<file path="src/rtl/param_universal_shift_register.sv">
// Parametrised universal shift register with a multi-step shift engine.
// A start request latches mode and amount. Load, hold and zero-amount requests
// complete at once. Shift and rotate requests then take one step per clock.
module param_universal_shift_register #(
    parameter int WIDTH = 8,
    parameter int CNT_W = 4
) (
    input  logic             clk,
    input  logic             rst,
    input  logic             start,
    input  logic [2:0]       mode,
    input  logic [CNT_W-1:0] amount,
    input  logic [WIDTH-1:0] din,
    input  logic             sin_r,
    input  logic             sin_l,
    output logic [WIDTH-1:0] q,
    output logic             sout_r,
    output logic             sout_l,
    output logic             busy,
    output logic             done
);

    localparam logic [2:0] M_HOLD = 3'b000;
    localparam logic [2:0] M_SRL  = 3'b001;
    localparam logic [2:0] M_SLL  = 3'b010;
    localparam logic [2:0] M_LOAD = 3'b011;
    localparam logic [2:0] M_ROR  = 3'b100;
    localparam logic [2:0] M_ROL  = 3'b101;
    localparam logic [2:0] M_ASR  = 3'b110;

    typedef enum logic {IDLE, SHIFT} state_t;

    state_t           state_q, state_d;
    logic [WIDTH-1:0] q_q, q_d;
    logic [CNT_W-1:0] cnt_q, cnt_d;
    logic [2:0]       mode_q, mode_d;
    logic             done_q, done_d;

    // One single-bit step of the given mode. Hold and reserved codes return v.
    function automatic logic [WIDTH-1:0] step(input logic [WIDTH-1:0] v,
                                              input logic [2:0] m,
                                              input logic sr, input logic sl);
        logic [WIDTH-1:0] r;
        r = v;
        case (m)
            M_SRL:   r = {sr, v[WIDTH-1:1]};
            M_SLL:   r = {v[WIDTH-2:0], sl};
            M_ROR:   r = {v[0], v[WIDTH-1:1]};
            M_ROL:   r = {v[WIDTH-2:0], v[WIDTH-1]};
            M_ASR:   r = {v[WIDTH-1], v[WIDTH-1:1]};
            default: r = v;
        endcase
        return r;
    endfunction

    // True for modes that move bits step by step (everything except hold/load/reserved).
    function automatic logic is_step_mode(input logic [2:0] m);
        return (m == M_SRL) || (m == M_SLL) || (m == M_ROR) ||
               (m == M_ROL) || (m == M_ASR);
    endfunction

    // Next-state logic: accept in IDLE, one step per edge in SHIFT.
    always_comb begin
        state_d = state_q;
        q_d     = q_q;
        cnt_d   = cnt_q;
        mode_d  = mode_q;
        done_d  = 1'b0;
        case (state_q)
            IDLE: begin
                if (start) begin
                    mode_d = mode;
                    if (mode == M_LOAD) begin
                        q_d    = din;
                        done_d = 1'b1;
                    end else if (!is_step_mode(mode) || amount == '0) begin
                        // Nothing to move: finish as a zero-latency operation.
                        done_d = 1'b1;
                    end else begin
                        state_d = SHIFT;
                        cnt_d   = amount;
                    end
                end
            end
            SHIFT: begin
                // Serial inputs are taken live on every step, not latched at accept.
                q_d   = step(q_q, mode_q, sin_r, sin_l);
                cnt_d = cnt_q - CNT_W'(1);
                if (cnt_q == CNT_W'(1)) begin
                    state_d = IDLE;
                    done_d  = 1'b1;
                end
            end
            default: state_d = IDLE;
        endcase
    end

    // State registers with synchronous reset. Reset aborts a shift without a done pulse.
    always_ff @(posedge clk) begin
        if (rst) begin
            state_q <= IDLE;
            q_q     <= '0;
            cnt_q   <= '0;
            mode_q  <= M_HOLD;
            done_q  <= 1'b0;
        end else begin
            state_q <= state_d;
            q_q     <= q_d;
            cnt_q   <= cnt_d;
            mode_q  <= mode_d;
            done_q  <= done_d;
        end
    end

    assign q      = q_q;
    assign sout_r = q_q[0];
    assign sout_l = q_q[WIDTH-1];
    assign busy   = (state_q == SHIFT);
    assign done   = done_q;

endmodule

</file>
<file path="config.mk">
export PLATFORM = sky130hd
export DESIGN_NAME = param_universal_shift_register
export DESIGN_NICKNAME = d
export VERILOG_FILES = /design/src/rtl/param_universal_shift_register.sv
export SDC_FILE = /design/constraint.sdc
export NUM_CORES = 1
export LEC_CHECK = 0
export BUFFER_PORTS_ARGS = -buffer_cell sky130_fd_sc_hd__buf_2
export CAP_MARGIN = 20
export CORE_ASPECT_RATIO = 1.4
export CORE_MARGIN = 8
export CORE_UTILIZATION = 45
export DETAILED_ROUTE_END_ITERATION = 12
export PLACE_DENSITY_LB_ADDON = 0.05
export SLEW_MARGIN = 20
export SYNTH_ARGS = -nofsm -noshare
export SYNTH_HDL_FRONTEND = slang
export SYNTH_SLANG_ARGS = --single-unit
</file>
<file path="constraint.sdc">
create_clock -name clk -period 1.36 [get_ports clk]
set_input_delay 0.204 -clock clk [delete_from_list [all_inputs] [get_ports clk]]
set_output_delay 0.204 -clock clk [all_outputs]
set_load 0.01 [all_outputs]
</file>
After elaboration in Yosys (flattened, before gate mapping)
Cells that the tools add are included.

word-level totals
  bits of input ports = 20
  flip-flop bits (word level) = 17
  output and inout bits = 12

cells by class
  bitwise operators = 1
  equal/unequal tests = 19
  muxes and demuxes = 18
  $add $sub $neg = 1
  reduce and logical (&&, ||, !) cells = 11

operator list
  cell                                                   count
  case mux 8 bit (5 select lines)                        1
  == test 3 bit, second input constant                   6
  two-way mux 8 bit                                      2
  case mux 8 bit (2 select lines)                        1
  two-way mux 4 bit                                      3
  inequality test 2 bit, second input constant           5
  == test 3 x 2 -> 1 bit, second input constant          3
  two-way mux 1 bit                                      8
  case mux 4 bit (2 select lines)                        1
  == test 3 x 1 -> 1 bit, second input constant          2
  inequality test 6 x 1 -> 1 bit, second input constant  1
  AND reduction 3 bit                                    2
  logical OR 1 bit                                       5
  inequality test 5 x 1 -> 1 bit, second input constant  1
  == test 4 x 1 -> 1 bit, second input constant          1
  zero test 4 bit                                        1
  case mux 1 bit (2 select lines)                        2
  AND reduction 4 bit                                    1
  subtractor 4 x 1 -> 4 bit, second input constant       1
  AND reduction 2 bit                                    1
  zero test 1 bit                                        1
  inverter 1 bit                                         1

Depth between registers and ports, before layout
  depth in word-level cells = 11
  gate-level depth with buffers = 6
  gate-level depth less buffers = 6

Worst setup path before layout
OpenSTA, ideal clock, no wires.

  path type = reg-to-reg
  from = register mode_q[1]
  to = register q_q[0] (netlist: q[0])
  required time = 1.243 ns
  setup time = 0.117 ns
  stages on the path, launching flop included = 6
  path buffers = 1
  arrival time = 1.349 ns
  setup slack = -0.106 ns
  cells stage by stage = dfxtp_1 -> buf_6 -> nor3b_2 -> o21ba_4 -> a221o_1 -> a32o_1

on the way
  cells in the longest elaborated chain, start to end = 3
  elaborated cells on any way between the ends = 9

ends and longest elaborated chain
  what                                                                               RTL line  text
  from (decl)                                                                        36        logic [2:0] mode_q, mode_d;
  from (signal assigned)                                                             110       mode_q <= mode_d;
  == test 3 bit, or another cell as far along                                        45        case (m)
  case mux 8 bit (5 select lines) or inequality test 6 x 1 -> 1 bit (tied branches)  --
  case mux 8 bit (2 select lines) or AND reduction 3 bit (tied branches)             --
  to (signal assigned)                                                               108       q_q <= q_d;
  to (decl)                                                                          34        logic [WIDTH-1:0] q_q, q_d;

Several ways; a longest one is shown, not always the timed one.
A chain may end at the register's enable or synchronous reset.

Worst setup path after layout
  from = register mode_q[2]
  to = register q_q[0] (netlist: q[0])

Same word-level chain as after synthesis.

==> flow_metrics.py <==
metrics = {
    "die": {
        "rows": 21,
        "num_io_pins": 32,
        "dieArea_um2": 4219,
        "chipHeight_um": 73.73,
        "coreArea_um2": 2338,
        "initial_core_util_pct": 45.80,
        "die_x_um": 57.23,
    },
    "sta": {
        "worstMarginPinSlew_ns": 0.3100,
        "hold_viol_final": 0,
        "slew_headroom_pct": 79.15,
        "fmax_ghz": 0.6862,
        "fin_setup_tns_ns": -0.4861,
        "finClkSkew_ns": 0.001320,
        "finalCriticalPeriod_ns": 1.457,
        "maxSlewViolCount": 0,
        "finalSetupViolCount": 7,
        "rsz0062_at_grt": "true",
        "setup_ws_ns": -0.09737,
        "final.period_utilization_pct": 107.2,
        "hold_slack_ns": 0.1953,
    },
    "pwr": {
        "p_per_area_nw_per_um2": 882.2,
        "ir_drop_mv": 0.5554,
        "p_leak_nw": 0.6508,
    },
    "logic_synthesis": {
        "ys_seq_area_share_pct": 31.78,
        "synth-seq-cells": 17,
        "ys.flop_type": "dfxtp_1",
        "avgSynthCellArea_um2": 9.233,
        "netlist_area_um2": 1071,
        "synth.distinct_cells": 39,
        "synth_cells": 116,
        "async_flop_share_pct": 0,
        "synth-edff-count": 0,
        "synth_nets": 138,
        "yosys_warnings": 0,
    },
    "setup_path": {
        "arrival_ns": 1.65,
        "max_stage_delay_ns": 0.39,
        "cp.required_ns": 1.55,
        "crit_path_end_kind": "register",
        "crit_fanout": 7,
        "path_cells": "or3_4, a32oi_2, nor2_2, a32o_1",
        "cp-start-kind": "register",
        "critPathKind": "register to register",
        "crit_slowest_cell": "or3_4",
    },
    "finish": {
        "diodes": 0,
        "nNetsFinal": 186,
        "drive_gt1_share_pct": 46.01,
        "synthToLayoutAreaGrowth_pct": 31.66,
    },
    "run": {
        "cap_violations": 0,
    },
    "global_route": {
        "grt_antenna_before_repair": 0,
        "grt_first_pass_wirelength_mm": 4.236,
        "grt_max_degree": 17,
        "grt_usage_pct": 12.59,
        "grt.overflow.total": 0,
        "grt_pass1_vias": 986,
    },
    "routing": {
        "ant_nets": 0,
        "dr.pass1.iters": 4,
        "post_drt_wl_per_cell_um": 14.07,
        "route.vias.total": 1021,
        "drt_iter0_drc": 38,
        "drc_errors": 0,
        "vias_per_cell": 5.489,
        "wl_mm": 2.617,
    },
    "hold_path": {
        "hp-class": "primary input to register",
    },
    "clocking": {
        "htreeDepth": 1,
        "cts.sinks": 17,
        "cts_tree": "yes",
        "cts_buffer_depth": 2,
        "clk_pin_slew_ns": 0.09,
        "clockRootBuffer": "clkbuf_4",
        "clk_latency_ns": 0.29,
        "cts_made_buffers": 3,
    },
    "outcome": {
        "violations": "setup timing",
        "status": "finished with violations",
    },
    "placed_design": {
        "portBuffers": 31,
        "dp_hpwl_mm": 2.105,
        "post-place-ws_ns": -0.1367,
        "place.gp.congestion": 0.7586,
    },
}
state kept, by name, summed over array words and instances (netlist names):
signal,count
mode_q,3
q,8
done,1
busy,1
cnt_q,4
where the power goes:
part	total [W]	switching (W)	leakage, nW	internal (W)
sequential	0.000582	0.0000434	0.141	0.000539
combinational	0.000397	0.000177	0.495	0.000220
clock	0.000265	0.000151	0.0150	0.000114
total	0.00124	0.000371	0.651	0.000873
what timing repair did:
item | in CTS | in global routing
gates resized for setup | 5 | 2
cloned | 0 | 0
setup endpoints to repair | 8 | 8
hold buffers | 0 | 0
buffers inserted | 1 | 0
pin swaps | 1 | 0
placed cells by master (no fill, tap or decap), drive strengths merged:
| cell type | Yosys | layout |
|---|---|---|
| a21boi | 1 | 1 |
| a32oi | 1 | 1 |
| and3b | 1 | 1 |
| o21ai | 2 | 2 |
| a32o | 8 | 8 |
| mux2i | 10 | 10 |
| a31oi | 2 | 2 |
| nor3 | 3 | 3 |
| nand2 | 5 | 5 |
| nor3b | 1 | 1 |
| nand2b | 1 | 1 |
| buf | 6 | 53 |
| and2b | 1 | 1 |
| xnor2 | 1 | 1 |
| dfxtp | 17 | 17 |
| or4 | 1 | 1 |
| nor2 | 6 | 6 |
| and2 | 1 | 1 |
| ha | 2 | 2 |
| clkbuf | 4 | 4 |
| a221o | 2 | 2 |
| a211oi | 4 | 4 |
| nand3b | 3 | 3 |
| o21ba | 2 | 2 |
| o21bai | 2 | 2 |
| a311oi | 1 | 1 |
| or3 | 2 | 2 |
| nand4b | 1 | 1 |
| a221oi | 2 | 2 |
| or2 | 7 | 7 |
| nand3 | 3 | 3 |
| nor2b | 10 | 10 |
| a21oi | 1 | 1 |
| inv | 2 | 2 |
critical path, delay by kind of cell, from the launching register on:
family | cells | cell delay (ns)
AND/OR/NAND/NOR | 2 | 0.50
AO/OA/AOI/OAI | 2 | 0.50
flip-flops | 1 | 0.36
synth_stat cells (all sizes together) (2+ instances only):
cell type  instances  share of area (%)
nor2               6                2.1
or3                2                1.6
o21ba              2                2.5
or2                7                4.1
nor2b             10                5.8
nand2              5                1.8
nand3b             3                2.1
ha                 2                2.3
mux2i             10                9.3
o21ai              2               0.93
dfxtp             17                 32
nor3               3                1.4
a31oi              2                1.2
a32o               8                7.5
a211oi             4                2.8
clkbuf             4                1.4
a221o              2                1.9
nand3              3                1.4
o21bai             2                1.4
buf                6                4.7
inv                2               0.70
a221oi             2                1.6
per-stage QoR:
stage | power (W) | util [%] | instance area [um^2] | std cells
6_report | 0.001244 | 60.30 | 1410 | 186
5_1_grt | 0.001323 | 60.30 | 1410 | 186
4_1_cts | 0.001258 | 59.93 | 1401 | 186
3_5_place_dp | 0.0009845 | 58.05 | 1358 | 181
3_3_place_gp | 0.0009746 | 58.05 | 1358 | 181
2_1_floorplan | 0.0008465 | - | 1086 | 116
final timing paths:
kind / cells after the start / slack [ns] / from / to
max: 4 / -0.1 / mode_q[2]$_SDFFE_PP0P_ / q[0]$_SDFFE_PP0P_
min: 3 / 0.20 / din[7] / q[7]$_SDFFE_PP0P_
max reg2reg: 4 / -0.1 / mode_q[2]$_SDFFE_PP0P_ / q[0]$_SDFFE_PP0P_
min reg2reg: 1 / 0.50 / q[3]$_SDFFE_PP0P_ / q[3]$_SDFFE_PP0P_
cells by family (layout without fill, tap and decap cells):
logic type | Yosys count | after routing | synth area share, %
and+or+nand+nor | 46 | 46 | 25.70
buffers and inverters | 12 | 59 | 6.775
xor gates and xnor gates | 1 | 1 | 0.8179
muxes | 10 | 10 | 9.346
adders and majority gates | 2 | 2 | 2.336
DFF | 17 | 17 | 31.78
AOI/OAI and AO/OA | 28 | 28 | 23.25
routing by layer:
metal  track usage (%)  vias up  part of all wire [%]
li1                  -      525                     -
met1             13.58      474                    41
met2             22.52       18                    54
met3             2.802        4                   4.1
met4             5.866        0                   1.1
met5                 0        -                     0
layout make-up:
cell class	instances	area [um^2]
Sequential cell	17	346.6
Clock buffer	4	26.28
Fill cell	242	928.4
Inverter	2	7.507
Tap cell	23	28.78
Timing Repair Buffer	53	324.1
Multi-Input combinational cell	87	676.9
No activity file was read; power rests on OpenSTA's default activity.
